File: config.mk
export PLATFORM = sky130hd
export DESIGN_NAME = procyon_biu_wb
export DESIGN_NICKNAME = d
export VERILOG_FILES = /design/src/rtl/procyon_biu_pkg.sv /design/src/rtl/procyon_biu_wb.sv
export SDC_FILE = /design/constraint.sdc
export NUM_CORES = 1
export LEC_CHECK = 0
export ABC_AREA = 1
export ABC_CLOCK_PERIOD_IN_PS = 19600
export CAP_MARGIN = 20
export CORE_MARGIN = 1
export CORE_UTILIZATION = 35
export CTS_BUF_LIST = sky130_fd_sc_hd__clkbuf_4 sky130_fd_sc_hd__clkbuf_8 sky130_fd_sc_hd__clkbuf_16
export CTS_CLUSTER_DIAMETER = 120
export DETAILED_ROUTE_END_ITERATION = 8
export HOLD_SLACK_MARGIN = 0.05
export PLACE_DENSITY_LB_ADDON = 0.25
export SETUP_SLACK_MARGIN = 0.4
export SYNTH_ARGS = -nofsm -noshare
export SYNTH_HDL_FRONTEND = slang
export SYNTH_SLANG_ARGS = --single-unit
File: constraint.sdc
create_clock -name clk -period 19.6 [get_ports clk]
set_input_delay 2.94 -clock clk [delete_from_list [all_inputs] [get_ports clk]]
set_output_delay 2.94 -clock clk [all_outputs]
set_load 0.02 [all_outputs]
File: src/rtl/procyon_biu_pkg.sv
// Shared types and Wishbone cycle-type encodings for the Procyon bus interface unit.
package procyon_biu_pkg;

  localparam int BIU_STATE_WIDTH = 2;

  typedef enum logic [BIU_STATE_WIDTH-1:0] {
    IDLE    = 2'd0,
    BUSY    = 2'd1,
    DONE    = 2'd2,
    RELEASE = 2'd3
  } biu_state_t;

  localparam logic [2:0] WB_CTI_CLASSIC = 3'b000;
  localparam logic [2:0] WB_CTI_INCR    = 3'b010;
  localparam logic [2:0] WB_CTI_EOB     = 3'b111;

  localparam logic [1:0] WB_BTE_LINEAR  = 2'b00;

endpackage

File: src/rtl/procyon_biu_wb.sv
// BIU responder: turns one cache-line read/write request into a Wishbone B4
// registered-feedback incrementing burst and reports completion to the arbiter.
module procyon_biu_wb
  import procyon_biu_pkg::*;
#(
  parameter  int OPTN_ADDR_WIDTH    = 32,
  parameter  int OPTN_DC_LINE_SIZE  = 32,
  parameter  int OPTN_WB_DATA_WIDTH = 16,
  localparam int DC_LINE_WIDTH      = OPTN_DC_LINE_SIZE * 8,
  localparam int WB_WORD_SIZE       = OPTN_WB_DATA_WIDTH / 8,
  localparam int WB_BEATS           = DC_LINE_WIDTH / OPTN_WB_DATA_WIDTH
) (
  input  logic                          clk,
  input  logic                          n_rst,

  input  logic                          i_biu_en,
  input  logic                          i_biu_we,
  input  logic [OPTN_ADDR_WIDTH-1:0]    i_biu_addr,
  input  logic [DC_LINE_WIDTH-1:0]      i_biu_data,
  output logic                          o_biu_done,
  output logic                          o_biu_busy,
  output logic [DC_LINE_WIDTH-1:0]      o_biu_data,

  output logic                          o_wb_cyc,
  output logic                          o_wb_stb,
  output logic                          o_wb_we,
  output logic [2:0]                    o_wb_cti,
  output logic [1:0]                    o_wb_bte,
  output logic [WB_WORD_SIZE-1:0]       o_wb_sel,
  output logic [OPTN_ADDR_WIDTH-1:0]    o_wb_addr,
  output logic [OPTN_WB_DATA_WIDTH-1:0] o_wb_data,
  input  logic                          i_wb_ack,
  input  logic [OPTN_WB_DATA_WIDTH-1:0] i_wb_data
);

  localparam int BEAT_W     = (WB_BEATS > 1) ? $clog2(WB_BEATS) : 1;
  localparam int WORD_SHIFT = $clog2(WB_WORD_SIZE);
  localparam logic [BEAT_W-1:0] LAST_BEAT = BEAT_W'(WB_BEATS - 1);

  biu_state_t                   state;
  biu_state_t                   state_nxt;
  logic [BEAT_W-1:0]            beat;
  logic [BEAT_W-1:0]            beat_nxt;
  logic [OPTN_ADDR_WIDTH-1:0]   base_addr;
  logic [OPTN_ADDR_WIDTH-1:0]   line_base;
  logic [DC_LINE_WIDTH-1:0]     wr_line;
  logic [DC_LINE_WIDTH-1:0]     rd_buf;
  logic [DC_LINE_WIDTH-1:0]     rd_merge;
  logic                         accept;
  logic                         beat_ack;
  logic                         last_ack;

  assign line_base = i_biu_addr & ~OPTN_ADDR_WIDTH'(OPTN_DC_LINE_SIZE - 1);
  assign accept    = (state == IDLE) && i_biu_en;
  // Acks outside an active strobe never advance the burst.
  assign beat_ack  = (state == BUSY) && o_wb_stb && i_wb_ack;
  assign last_ack  = beat_ack && (beat == LAST_BEAT);
  assign beat_nxt  = (beat == LAST_BEAT) ? '0 : beat + 1'b1;
  assign o_wb_bte  = WB_BTE_LINEAR;

  always_comb begin
    state_nxt = state;
    case (state)
      IDLE:    if (i_biu_en)  state_nxt = BUSY;
      BUSY:    if (last_ack)  state_nxt = DONE;
      DONE:                   state_nxt = RELEASE;
      RELEASE: if (!i_biu_en) state_nxt = IDLE;
      default:                state_nxt = IDLE;
    endcase
  end

  // Read line with the beat currently being acknowledged merged in.
  always_comb begin
    rd_merge = rd_buf;
    rd_merge[int'(beat)*OPTN_WB_DATA_WIDTH +: OPTN_WB_DATA_WIDTH] = i_wb_data;
  end

  // NOTE: reset is synchronous here, so it only appears inside the clocked branch, never in the sensitivity list.
  always_ff @(posedge clk) begin
    if (!n_rst) state <= IDLE;
    else        state <= state_nxt;
  end

  always_ff @(posedge clk) begin
    if (!n_rst) begin
      o_wb_cyc   <= 1'b0;
      o_wb_stb   <= 1'b0;
      o_wb_we    <= 1'b0;
      o_wb_cti   <= WB_CTI_CLASSIC;
      o_biu_done <= 1'b0;
      o_biu_busy <= 1'b0;
      beat       <= '0;
    end else begin
      o_biu_done <= last_ack;
      o_biu_busy <= (state_nxt != IDLE);
      if (accept) begin
        o_wb_cyc <= 1'b1;
        o_wb_stb <= 1'b1;
        o_wb_we  <= i_biu_we;
        o_wb_cti <= (WB_BEATS == 1) ? WB_CTI_EOB : WB_CTI_INCR;
        beat     <= '0;
      end else if (last_ack) begin
        o_wb_cyc <= 1'b0;
        o_wb_stb <= 1'b0;
        o_wb_we  <= 1'b0;
        o_wb_cti <= WB_CTI_CLASSIC;
        beat     <= beat_nxt;
      end else if (beat_ack) begin
        o_wb_cti <= (beat_nxt == LAST_BEAT) ? WB_CTI_EOB : WB_CTI_INCR;
        beat     <= beat_nxt;
      end
    end
  end

  // NOTE: the wide line buffers and beat payload carry no reset; they are only observed when qualified by stb or done.
  always_ff @(posedge clk) begin
    if (accept) begin
      base_addr <= line_base;
      wr_line   <= i_biu_data;
      o_wb_addr <= line_base;
      o_wb_data <= i_biu_data[OPTN_WB_DATA_WIDTH-1:0];
      o_wb_sel  <= '1;
    end else if (beat_ack) begin
      o_wb_addr <= base_addr + (OPTN_ADDR_WIDTH'(beat_nxt) << WORD_SHIFT);
      o_wb_data <= wr_line[int'(beat_nxt)*OPTN_WB_DATA_WIDTH +: OPTN_WB_DATA_WIDTH];
      rd_buf    <= rd_merge;
      if (last_ack && !o_wb_we) o_biu_data <= rd_merge;
    end
  end

endmodule

==> results.md <==
* Run status: complete, no violations
* WP data arrival at 6.91 ns
* Post-synthesis cell count at 2,533
* Leakage power at 0.0158 uW
* Post-synth EDFFs at 838
* DRC viols at 0
* Largest net degree at the start of global routing at 189
* Top Ports at 625
* Synth top area share at 76.4%
* Avg Vias per Cell at 4.77
* CP Capture Type: flip-flop
* Slew HR at 29.6%
* Critical Path RT at 19.88 ns
* Area Growth Syn to Fin at 31.7%
* Total power at 3920 uW
* Global route hottest layer: met2
* DRT antenna net count at 0
* Power Dens Cells at 90.3 mW/mm2
* Root Driver: clkbuf_16
* GRT Total Usage at 19.6%
* Critical path's slowest cell: buf_4
* Die height at 309 um
* First-pass GRT wire length at 137,000 um
* Register area share after synthesis at 77.4%
* Final worst-path cycle share at 33.8%
* RSZ-0062 raised after global routing: false
* Max Slew Vio Count at 0
* FP Rows at 112
* H-tree Lvls at 3
* Clk_lat worst skew at 0.67 ns
* Top cells by count, synth: edfxtp_1, nand2_1, nand3_1
* CP max stage delay at 0.77 ns
* Hold Fails Final Rpt at 0
* Largest delay share family, worst path: buffers and inverters
* Vias in the first global route at 20,500
* Final WL at 95,000 um
* Cts bufs inserted at 91
* Peak supply drop at 0.0626 mV
* Yosys cell types at 36
* Chip width at 309 um
* Initial antenna violation count at 12
* Gr ovfl total at 0
* Synth warn at 0
* Routed len/inst at 21.3 um
* CTS sink count at 854
* Worst-Margin Slew at 1.05 ns
* Gpl congestion at 0.844
* Total of max-cap violations at 0
* Most common cell in the netlist: edfxtp_1
* Seq cells post-synth at 854
* CTS clk-pin slew, worst paths at 0.06 ns
* Synth area leader: edfxtp_1
* Via count at 21,300
* M1 GR Usage at 25.2%
* Setup TNS at 0 ns
* Most used cell, CP: buf_4
* Fmax at 0.151 GHz
* Drt initial violations at 1,867
* Fin nets at 3,452
* Core Footprint at 0.0932 mm2
* Final setup violation count at 0
* Syn Area/Cell at 13.0 um2
* Most common flop cell mapped by yosys: edfxtp_1
* Port bufs at 614
* Cts hold-fix bufs at 0
* Async SR Flop Fraction at 0%
* Startpoint Class: input port
* Crit path max fanout at 156
* Post-CTS Resized at 0
* Synthesized area at 0.0329 mm2
* Fraction of layout cells with a size suffix above 1 at 6.96%
* Die area at 0.0953 mm2
* Crit Path Class: input port to flip-flop
* Maximum buffer depth of the clock tree at 3
* Initial core utilization at 35.3%
* Final min period at 6.63 ns
* Met2 usage at 31.4%
* Met3 global-route usage at 5.35%
* DPL Wire Length at 63,500 um
* Postcts setup bufs at 0
* CTS tree: yes
* Synth top area cells: edfxtp_1, nand2_1, nand3_1
* Clock skew at 0.0300 ns
* Critical Path, Cell by Cell: clkdlybuf4s50_1 -> nand3_1 -> nor2_1 -> inv_1 -> nor2_4 -> buf_4 -> buf_12 -> buf_4
* Buf/Inv on CP at 5
* Drt pass-1 iters at 6
* Hold Crit Class: flip-flop to flip-flop
worst register-to-register path: cells and delay by family (launching register included):
family,cells,cell delay [ns]
adders and majority gates,1,0.33
buffers and inverters,4,2.36
DFF,1,0.53
and+or+nand+nor,3,0.96
per-stage QoR:
| stage | hold slack, ns | std cells | worst slack, ns | utilization, % | instance area, um2 |
|---|---|---|---|---|---|
| after floorplan | 0.491 | 2536 | 4.78 | - | 32900 |
| after global placement | 0.460 | 4294 | 12.34 | 43.3 | 40400 |
| after detailed placement | 0.461 | 4294 | 12.25 | 43.3 | 40400 |
| after CTS | 0.475 | 4450 | 12.98 | 46.3 | 43200 |
| after global routing | 0.504 | 4461 | 12.69 | 46.5 | 43400 |
| final | 0.478 | 4461 | 12.97 | 46.5 | 43400 |
per-layer routing:
layer	up-vias	wire [um]	part of all wire, %
met3	160	8130	8.6
met2	858	44900	47
met1	10100	38800	41
met5	-	70	0.074
met4	12	3010	3.2
li1	10100	-	-
cells by family after synthesis:
logic type | after synthesis | synth area share [%]
adder cells (fa/ha/maj) | 4 | 0.152
buffers and inverters | 276 | 3.40
AND/OR/NAND/NOR | 1142 | 14.8
AO/OA/AOI/OAI | 254 | 4.19
other | 2 | 0.0228
XOR/XNOR | 1 | 0.0836
flip-flops | 854 | 77.4
cell type report:
type                       count  area (um2)
fill                        8360       49800
clock inverter                40         330
timing repair buffer         648        6550
sequential                   854       25500
antenna                        5        12.5
clock buffer                 116        2490
inverter                     138         527
tap                         1254        1570
multi-input combinational   1406        6400
worst paths after layout:
check | to | startpoint | cells past startpoint | slack [ns]
worst max register to register | o_biu_data[187] | beat[1] | 8 | 15.00
worst min register to register | o_wb_addr[2] | o_wb_addr[2] | 2 | 0.48
worst max-delay path | o_biu_data[187] | i_wb_ack | 8 | 12.97
worst min-delay path | o_wb_addr[2] | o_wb_addr[2] | 2 | 0.48
state kept, by name (all words and copies together) (netlist names):
signal / cells
base_addr: 27
o_wb_we: 1
state: 2
o_biu_data: 256
o_wb_stb: 1
o_wb_cti: 2
o_wb_data: 16
o_biu_busy: 1
beat: 4
rd_buf: 256
o_biu_done: 1
wr_line: 256
o_wb_addr: 31
report_power, final:
part	leakage, uW	switching [uW]	internal (uW)
clock network	0.00140	708	927
logic	0.00648	110	94.9
registers	0.00788	14.3	2060
layout by cell type, fill, tap and decap left out, types with 16 or more instances in the layout:
cell             netlist  routed
edfxtp_1             838     838
nand2_1              650     646
clkdlybuf4s50_1        0     614
nand3_1              251     250
o21ai_0              177     177
nor2_1               177     175
inv_1                134     133
clkbuf_16              0      92
a21oi_1               29      29
a22o_1                27      27
nand3b_1              27      27
buf_4                  8      26
clkbuf_4               0      22
or2_2                 17      17
o21ai_1               18      17
clkinv_1               1      16
(Power assumes the default switching activity.)
